File: config.mk
export PLATFORM = sky130hd
export DESIGN_NAME = switch_debounce_3
export DESIGN_NICKNAME = d
export VERILOG_FILES = /design/src/rtl/debounce_defs.sv /design/src/rtl/db_fsm_ch.sv /design/src/rtl/switch_debounce_3.sv
export SDC_FILE = /design/constraint.sdc
export NUM_CORES = 1
export LEC_CHECK = 0
export CORE_MARGIN = 5
export CORE_UTILIZATION = 55
export CTS_BUF_LIST = sky130_fd_sc_hd__clkbuf_2
export DETAILED_ROUTE_END_ITERATION = 7
export PLACE_DENSITY = 0.77
export SLEW_MARGIN = 20
export SYNTH_ARGS = -nofsm -noshare
export SYNTH_HDL_FRONTEND = slang
export SYNTH_SLANG_ARGS = --single-unit
File: constraint.sdc
create_clock -name clk -period 3.1 [get_ports clk]
set_clock_uncertainty 0.15 [all_clocks]
set_input_delay 0.62 -clock clk [delete_from_list [all_inputs] [get_ports clk]]
set_output_delay 0.62 -clock clk [all_outputs]
set_load 0.02 [all_outputs]
File: src/rtl/debounce_defs.sv
// ============================================================================
//  Module      : debounce_defs (package)
//  Description : Shared state encoding and default window width for the
//                switch debouncer.
//  Revision    : 1.0 - initial release
// ============================================================================
`default_nettype none

package debounce_defs;

    localparam int C_DEFAULT_N = 21;

    typedef enum logic [1:0] {
        ZERO  = 2'b00,
        WAIT1 = 2'b01,
        ONE   = 2'b10,
        WAIT0 = 2'b11
    } db_state_t;

endpackage

`default_nettype wire

File: src/rtl/db_fsm_ch.sv
// ============================================================================
//  Module      : db_fsm_ch
//  Description : One debounce channel: optional 2-FF synchroniser, filter FSM
//                with N-bit down-counter, registered level and rising tick.
//                Synchroniser present when DEBOUNCE_SYNC_EN is defined.
//  Revision    : 1.0 - initial release
// ============================================================================
`default_nettype none

module db_fsm_ch
    import debounce_defs::*;
#(
    parameter int N = C_DEFAULT_N
) (
    input  logic clk,
    input  logic reset,
    input  logic sw,
    output logic db_level,
    output logic db_tick
);

    localparam logic [N-1:0] C_CNT_MAX = {N{1'b1}};
    localparam logic [N-1:0] C_CNT_ONE = N'(1);
    localparam logic [N-1:0] C_CNT_ZERO = '0;

    logic           w_s;
    db_state_t      r_state;
    db_state_t      w_state_next;
    logic [N-1:0]   r_cnt;
    logic [N-1:0]   w_cnt_next;
    logic           r_level;
    logic           r_tick;

`ifdef DEBOUNCE_SYNC_EN
    logic [1:0] r_sync;

    always_ff @(posedge clk or posedge reset) begin
        if (reset) begin
            r_sync <= 2'b00;
        end else begin
            r_sync <= {r_sync[0], sw};
        end
    end

    assign w_s = r_sync[1];
`else
    assign w_s = sw;
`endif

    always_ff @(posedge clk or posedge reset) begin
        if (reset) begin
            r_state <= ZERO;
            r_cnt   <= C_CNT_ZERO;
            r_level <= 1'b0;
            r_tick  <= 1'b0;
        end else begin
            r_state <= w_state_next;
            r_cnt   <= w_cnt_next;
            // Level follows the settled half of the state space one cycle later.
            r_level <= r_state[1];
            r_tick  <= r_state[1] & ~r_level;
        end
    end

    always_comb begin
        w_state_next = r_state;
        w_cnt_next   = r_cnt;
        case (r_state)
            ZERO: begin
                if (w_s) begin
                    w_state_next = WAIT1;
                    w_cnt_next   = C_CNT_MAX;
                end
            end
            WAIT1: begin
                if (!w_s) begin
                    w_state_next = ZERO;
                end else if (r_cnt <= C_CNT_ONE) begin
                    w_state_next = ONE;
                    w_cnt_next   = C_CNT_ZERO;
                end else begin
                    w_cnt_next   = r_cnt - C_CNT_ONE;
                end
            end
            ONE: begin
                if (!w_s) begin
                    w_state_next = WAIT0;
                    w_cnt_next   = C_CNT_MAX;
                end
            end
            WAIT0: begin
                if (w_s) begin
                    w_state_next = ONE;
                end else if (r_cnt <= C_CNT_ONE) begin
                    w_state_next = ZERO;
                    w_cnt_next   = C_CNT_ZERO;
                end else begin
                    w_cnt_next   = r_cnt - C_CNT_ONE;
                end
            end
            default: begin
                w_state_next = ZERO;
                w_cnt_next   = C_CNT_ZERO;
            end
        endcase
    end

    assign db_level = r_level;
    assign db_tick  = r_tick;

endmodule

`default_nettype wire

File: src/rtl/switch_debounce_3.sv
// ============================================================================
//  Module      : switch_debounce_3
//  Description : Three independent switch debounce channels feeding the AND
//                stage. Define DEBOUNCE_SYNC_EN to add input synchronisers.
//  Revision    : 1.0 - initial release
// ============================================================================
`default_nettype none

module switch_debounce_3
    import debounce_defs::*;
#(
    parameter int N = C_DEFAULT_N
) (
    input  logic       clk,
    input  logic       reset,
    input  logic [2:0] sw,
    output logic [2:0] db_level,
    output logic [2:0] db_tick
);

    for (genvar i = 0; i < 3; i++) begin : g_ch
        db_fsm_ch #(
            .N(N)
        ) u_ch (
            .clk      (clk),
            .reset    (reset),
            .sw       (sw[i]),
            .db_level (db_level[i]),
            .db_tick  (db_tick[i])
        );
    end

endmodule

`default_nettype wire

# == Yosys cells after proc, flatten, opt, wreduce, memory -nomap -nowiden ==
# Cells that the tools add are included.
# word_totals
in_bits,5
regBits,75
word_cells,99
output_inout_bits,6
# op_classes
mux,39
n_eq_ne,27
magnitude_cmp,3
bitwise,6
n_reduce_logical,9
n_addsub,3
# ops
cell,n
21-bit two-way mux,15
21-bit one-hot mux with 4 select lines,3
"21-bit by 1-bit less-or-equal comparator with 1-bit output, second input constant",3
"21-bit by 1-bit subtractor with 21-bit output, second input constant",3
2-bit two-way mux,18
"2-bit inequality test, second input constant",12
2-bit one-hot mux with 4 select lines,3
4-bit AND reduction,6
"3-bit by 2-bit inequality test with 1-bit output, second input constant",6
"2-bit equality test, second input constant",6
"2-bit by 1-bit equality test with 1-bit output, second input constant",3
2-bit zero test,3
1-bit AND,3
1-bit inverter,3

# == Logic depth before layout (Yosys ltp) ==
# logic_depth
word_depth,4
ltp_mapped,10
ltp_nobuf,7

# == Modules after synthesis ==
# A second synthesis with hierarchy kept.
# unflattened
cells_unflattened,458
hier_area_um2,4189.0
# by_module_without_submodules
mod,area_per_inst_um2,seq_area_each_um2,cells_each,n_inst
db_fsm_ch (g_ch[0].u_ch ...),1387.6,625.6,151,2
db_fsm_ch (g_ch[2].u_ch),1413.9,625.6,156,1

# == Least setup slack after synthesis ==
# Ideal clock, no wire load.
# synth_timing
kind,reg-to-reg
startpoint,register g_ch[2].u_ch.r_cnt[10]
endpoint,register (tool-made name)
path_stages_with_launch,9
required_ns,2.825
arrival_ns,1.977
setup_slack_ns,0.848
n_path_buf,3
period_less_slack_ns,2.252
setup_time_ns,0.125
cell_sequence,dfrtp_1 > or3_1 > buf_2 > nor4_4 > and2_1 > buf_6 > buf_6 > nand2_1 > mux2_4
# synth_lines
item,line_no,rtl
"start, declared",db_fsm_ch.sv:29,logic [N-1:0] r_cnt;
"start signal, assigned",db_fsm_ch.sv:58,r_cnt <= w_cnt_next;

# == Worst setup path in the final report ==
# layout_timing
startpoint,register g_ch[2].u_ch.r_cnt[10]
endpoint,register g_ch[2].u_ch.r_cnt[4]
# layout_via
elab_chain_cells,4
word_cells_on_any_way,5
classes_between,1 x order compare; 4 x mux
# layout_lines
item,line_no,rtl
21-bit by 1-bit less-or-equal comparator with 1-bit output *,"db_fsm_ch.sv:78, db_fsm_ch.sv:94",
21-bit two-way mux *,"db_fsm_ch.sv:78, db_fsm_ch.sv:94",
"21-bit two-way mux, on equally long branches","db_fsm_ch.sv:92, db_fsm_ch.sv:76",
21-bit one-hot mux with 4 select lines *,db_fsm_ch.sv:68,case (r_state)
# Every way passes the cells marked *; elsewhere a longest branch is shown, timed or not. The select of a mux whose other input is x is not followed.
# A chain may end at the register's enable or synchronous reset.

==> results.yml <==
run_status:
  outcome: "finished clean"
layout:
  fin_util: 0.620
  seqCellArea_sq_um: 1880
  multi_input_area_sq_um: 2110
  area_growth_pct: 9.09
  final_area_sq_um: 4550
  layout-drive-gt1-share: 0.101
  fill_cells: 600
  nNetsFinal: 470
  antenna_cells: 0
critical_path:
  crit_slowest_cell: "or3_1"
  endpoint_kind: "flop"
  crit_arrival_ns: 2.82
  setup.worst_path.class: "reg2reg"
  path_cells: "or3_1 > nor4_4 > and2_1 > o21ai_0 > a221o_1"
  cp.required_ns: 3.34
  cpPeakStageDelay_ns: 0.51
  critPathLaunchType: "flop"
  path_max_fanout: 14
grt:
  grt_pass1_wl_mm: 15.5
  grt_use_total: 0.193
  overflow: 0
  grt_pass1_vias: 3266
  antenna_found_initial: 0
  grt_max_degree: 76
die:
  num_io_pins: 11
  std_cell_rows: 31
  die-area_sq_um: 9420
  fp.dieH_microns: 97.1
  start_util: 0.569
  die_x_microns: 97.1
  core_area_sq_um: 7330
logic_synthesis:
  yosys_warnings: 0
  ys.flop_type: "dfrtp_1"
  synth-compound-area-share: 0.218
  syn_area_sq_um: 4170
  synth_edf_count: 0
  synth.distinct_cells: 55
  async_flop_share: 1.00
  synthMuxAreaShare: 0.0114
  synthSimpleGateAreaFrac: 0.240
  syn_area_per_cell_sq_um: 9.24
  ys_ff_latch: 75
  seq_area_frac_synth: 0.450
  synth_xor_area_frac: 0.0126
  synthCells: 451
  syn-num-nets: 462
  synth_top_family_by_area: "simple AND/OR/NAND/NOR gates"
  synth_fa_ha_area_frac: 0.0180
timing:
  max_freq_mhz: 389
  drv_slew: 0
  finalSetupViolCount: 0
  min_period_ns: 2.57
  fin_crit_sh: 0.830
  final-hold-violation-count: 0
  worstMarginPinSlew_ns: 0.685
  hold_slack_ns: 0.229
  relSlewSlack: 0.542
  setup_tns_ns: 0
  rsz0062_at_grt: "no"
place:
  place_congestion: 0.872
  post_dp_cell_area_sq_um: 4390
  post-dp-hpwl_mm: 5.81
  numPortBuffers: 10
power_and_ir_drop:
  power.leakage_nw: 1.54
  total_power_mw: 2.02
  ir_drop_uv: 225
  powerDensity_nw_per_um2: 444
route:
  wl_met1_mm: 4.18
  drc: 0
  firstDrtPassIters: 5
  vias: 3516
  vias_per_cell: 6.25
  first_iter_violations: 200
  wl_mm: 8.79
  drtAntennaViolNets: 0
  highest_layer: "met4"
  wl_per_cell_microns: 15.6
  route.met3.wl_microns: 381
  route.met2.wl_mm: 4.13
clock_network:
  cts_tree: "built"
  root_buffer: "clkbuf_2"
  cts_max_level: 3
  clock-sinks: 75
  cts_made_buffers: 9
  cts_setup_buffers: 0
  hold_buffers: 0
  clockBufferDepth: 2
  clock_latency_ns: 0.52
  cts.clk_slew.worst_paths_ns: 0.24
  cts_resized: 0
hold_path:
  hold_path.class: "reg2reg"
flow_run:
  cap_violations: 0
synth_stat cells, types with 4 or more instances:
master	count	area share
o21ai_0	28	0.034
nand2b_1	7	0.011
nand2_1	42	0.038
buf_4	7	0.013
ha_1	6	0.018
dfrtp_1	75	0.45
o311ai_0	11	0.023
or3_1	12	0.018
or4_1	10	0.018
a21oi_1	27	0.032
a211o_1	8	0.017
a221o_1	5	0.012
o41ai_1	7	0.015
o211ai_1	11	0.020
nor2b_1	5	0.0075
o31ai_1	11	0.020
nor2_1	32	0.029
buf_2	7	0.0084
a2bb2oi_1	4	0.0084
inv_1	10	0.0090
nor4_1	7	0.011
nor3_1	22	0.026
nand3_1	24	0.029
nand4_1	5	0.0075
clkbuf_1	14	0.013
nor3b_1	4	0.0072
cell type report:
| cell class | instances | share of cell area |
|---|---|---|
| clock buffers | 10 | 0.0110 |
| clock inverters | 6 | 0.0228 |
| inverters | 10 | 0.00825 |
| multi-input cells | 335 | 0.464 |
| flip-flops and latches | 75 | 0.413 |
| well taps | 99 | 0.0272 |
| repair buffers | 28 | 0.0545 |
path summary, 6_finish.rpt:
check / cells after the start / slack [ns] / to / startpoint
max in group asynchronous: 3 / 2.12 / g_ch[2].u_ch.r_cnt[4]$_DFFE_PP0P_ / reset
worst max register to register: 5 / 0.53 / g_ch[2].u_ch.r_cnt[4]$_DFFE_PP0P_ / g_ch[2].u_ch.r_cnt[10]$_DFFE_PP0P_
worst min-delay path: 1 / 0.23 / g_ch[0].u_ch.db_tick$_DFF_PP0_ / g_ch[0].u_ch.db_level$_DFF_PP0_
min in group asynchronous: 3 / 0.33 / g_ch[0].u_ch.r_cnt[1]$_DFFE_PP0P_ / reset
worst max-delay path: 5 / 0.53 / g_ch[2].u_ch.r_cnt[4]$_DFFE_PP0P_ / g_ch[2].u_ch.r_cnt[10]$_DFFE_PP0P_
worst min register to register: 1 / 0.23 / g_ch[0].u_ch.db_tick$_DFF_PP0_ / g_ch[0].u_ch.db_level$_DFF_PP0_
registers in the layout (all words and copies together), names as in the netlist, named ones only:
| signal | cells |
|---|---|
| g_ch.u_ch.r_state | 3 |
| g_ch.u_ch.db_level | 3 |
| g_ch.u_ch.r_cnt | 63 |
| g_ch.u_ch.db_tick | 3 |
per-stage QoR:
stage          instances  setup slack (ns)
2_1_floorplan        451             0.420
5_1_grt              563             0.335
6_report             563             0.527
3_3_place_gp         547             0.627
4_1_cts              563             0.525
3_5_place_dp         547             0.580
report_power, final:
group | switching (mW) | total, mW | leakage [nW] | internal [mW]
clock network | 0.337 | 0.684 | 0.0933 | 0.346
logic | 0.164 | 0.270 | 0.746 | 0.106
registers | 0.0502 | 1.07 | 0.704 | 1.02
per-layer routing:
metal,track usage,vias to the layer above
li1,-,1730
met1,0.267,1699
met2,0.307,79
met3,0.0380,8
met4,0.0626,0
met5,0,-
critical path: cells and delay by family (launching register included):
kind	cells	cell delay [ns]
AO/OA/AOI/OAI	2	0.50
flip-flops	1	0.45
AND/OR/NAND/NOR	3	1.37
logic make-up (layout without fill, tap and decap cells):
kind of cell,count (synthesis),count (layout)
XOR/XNOR,6,6
multiplexers,4,4
AND/OR/NAND/NOR,187,187
AO/OA/AOI/OAI,132,132
flip-flops,75,75
buffers and inverters,41,54
adder cells (fa/ha/maj),6,6
placed cells by master, fill, tap and decap left out, types with 8 or more instances in the layout:
| cell | count |
|---|---|
| nand3_1 | 24 |
| dfrtp_1 | 75 |
| nor2_1 | 32 |
| nor3_1 | 21 |
| o21ai_0 | 28 |
| o31ai_1 | 11 |
| clkbuf_2 | 10 |
| clkdlybuf4s50_1 | 10 |
| a211o_1 | 8 |
| a21oi_1 | 27 |
| o211ai_1 | 11 |
| inv_1 | 9 |
| nand2_1 | 42 |
| buf_4 | 17 |
| or4_1 | 10 |
| o311ai_0 | 11 |
| or3_1 | 12 |
Power figures use the tool's default switching activity.
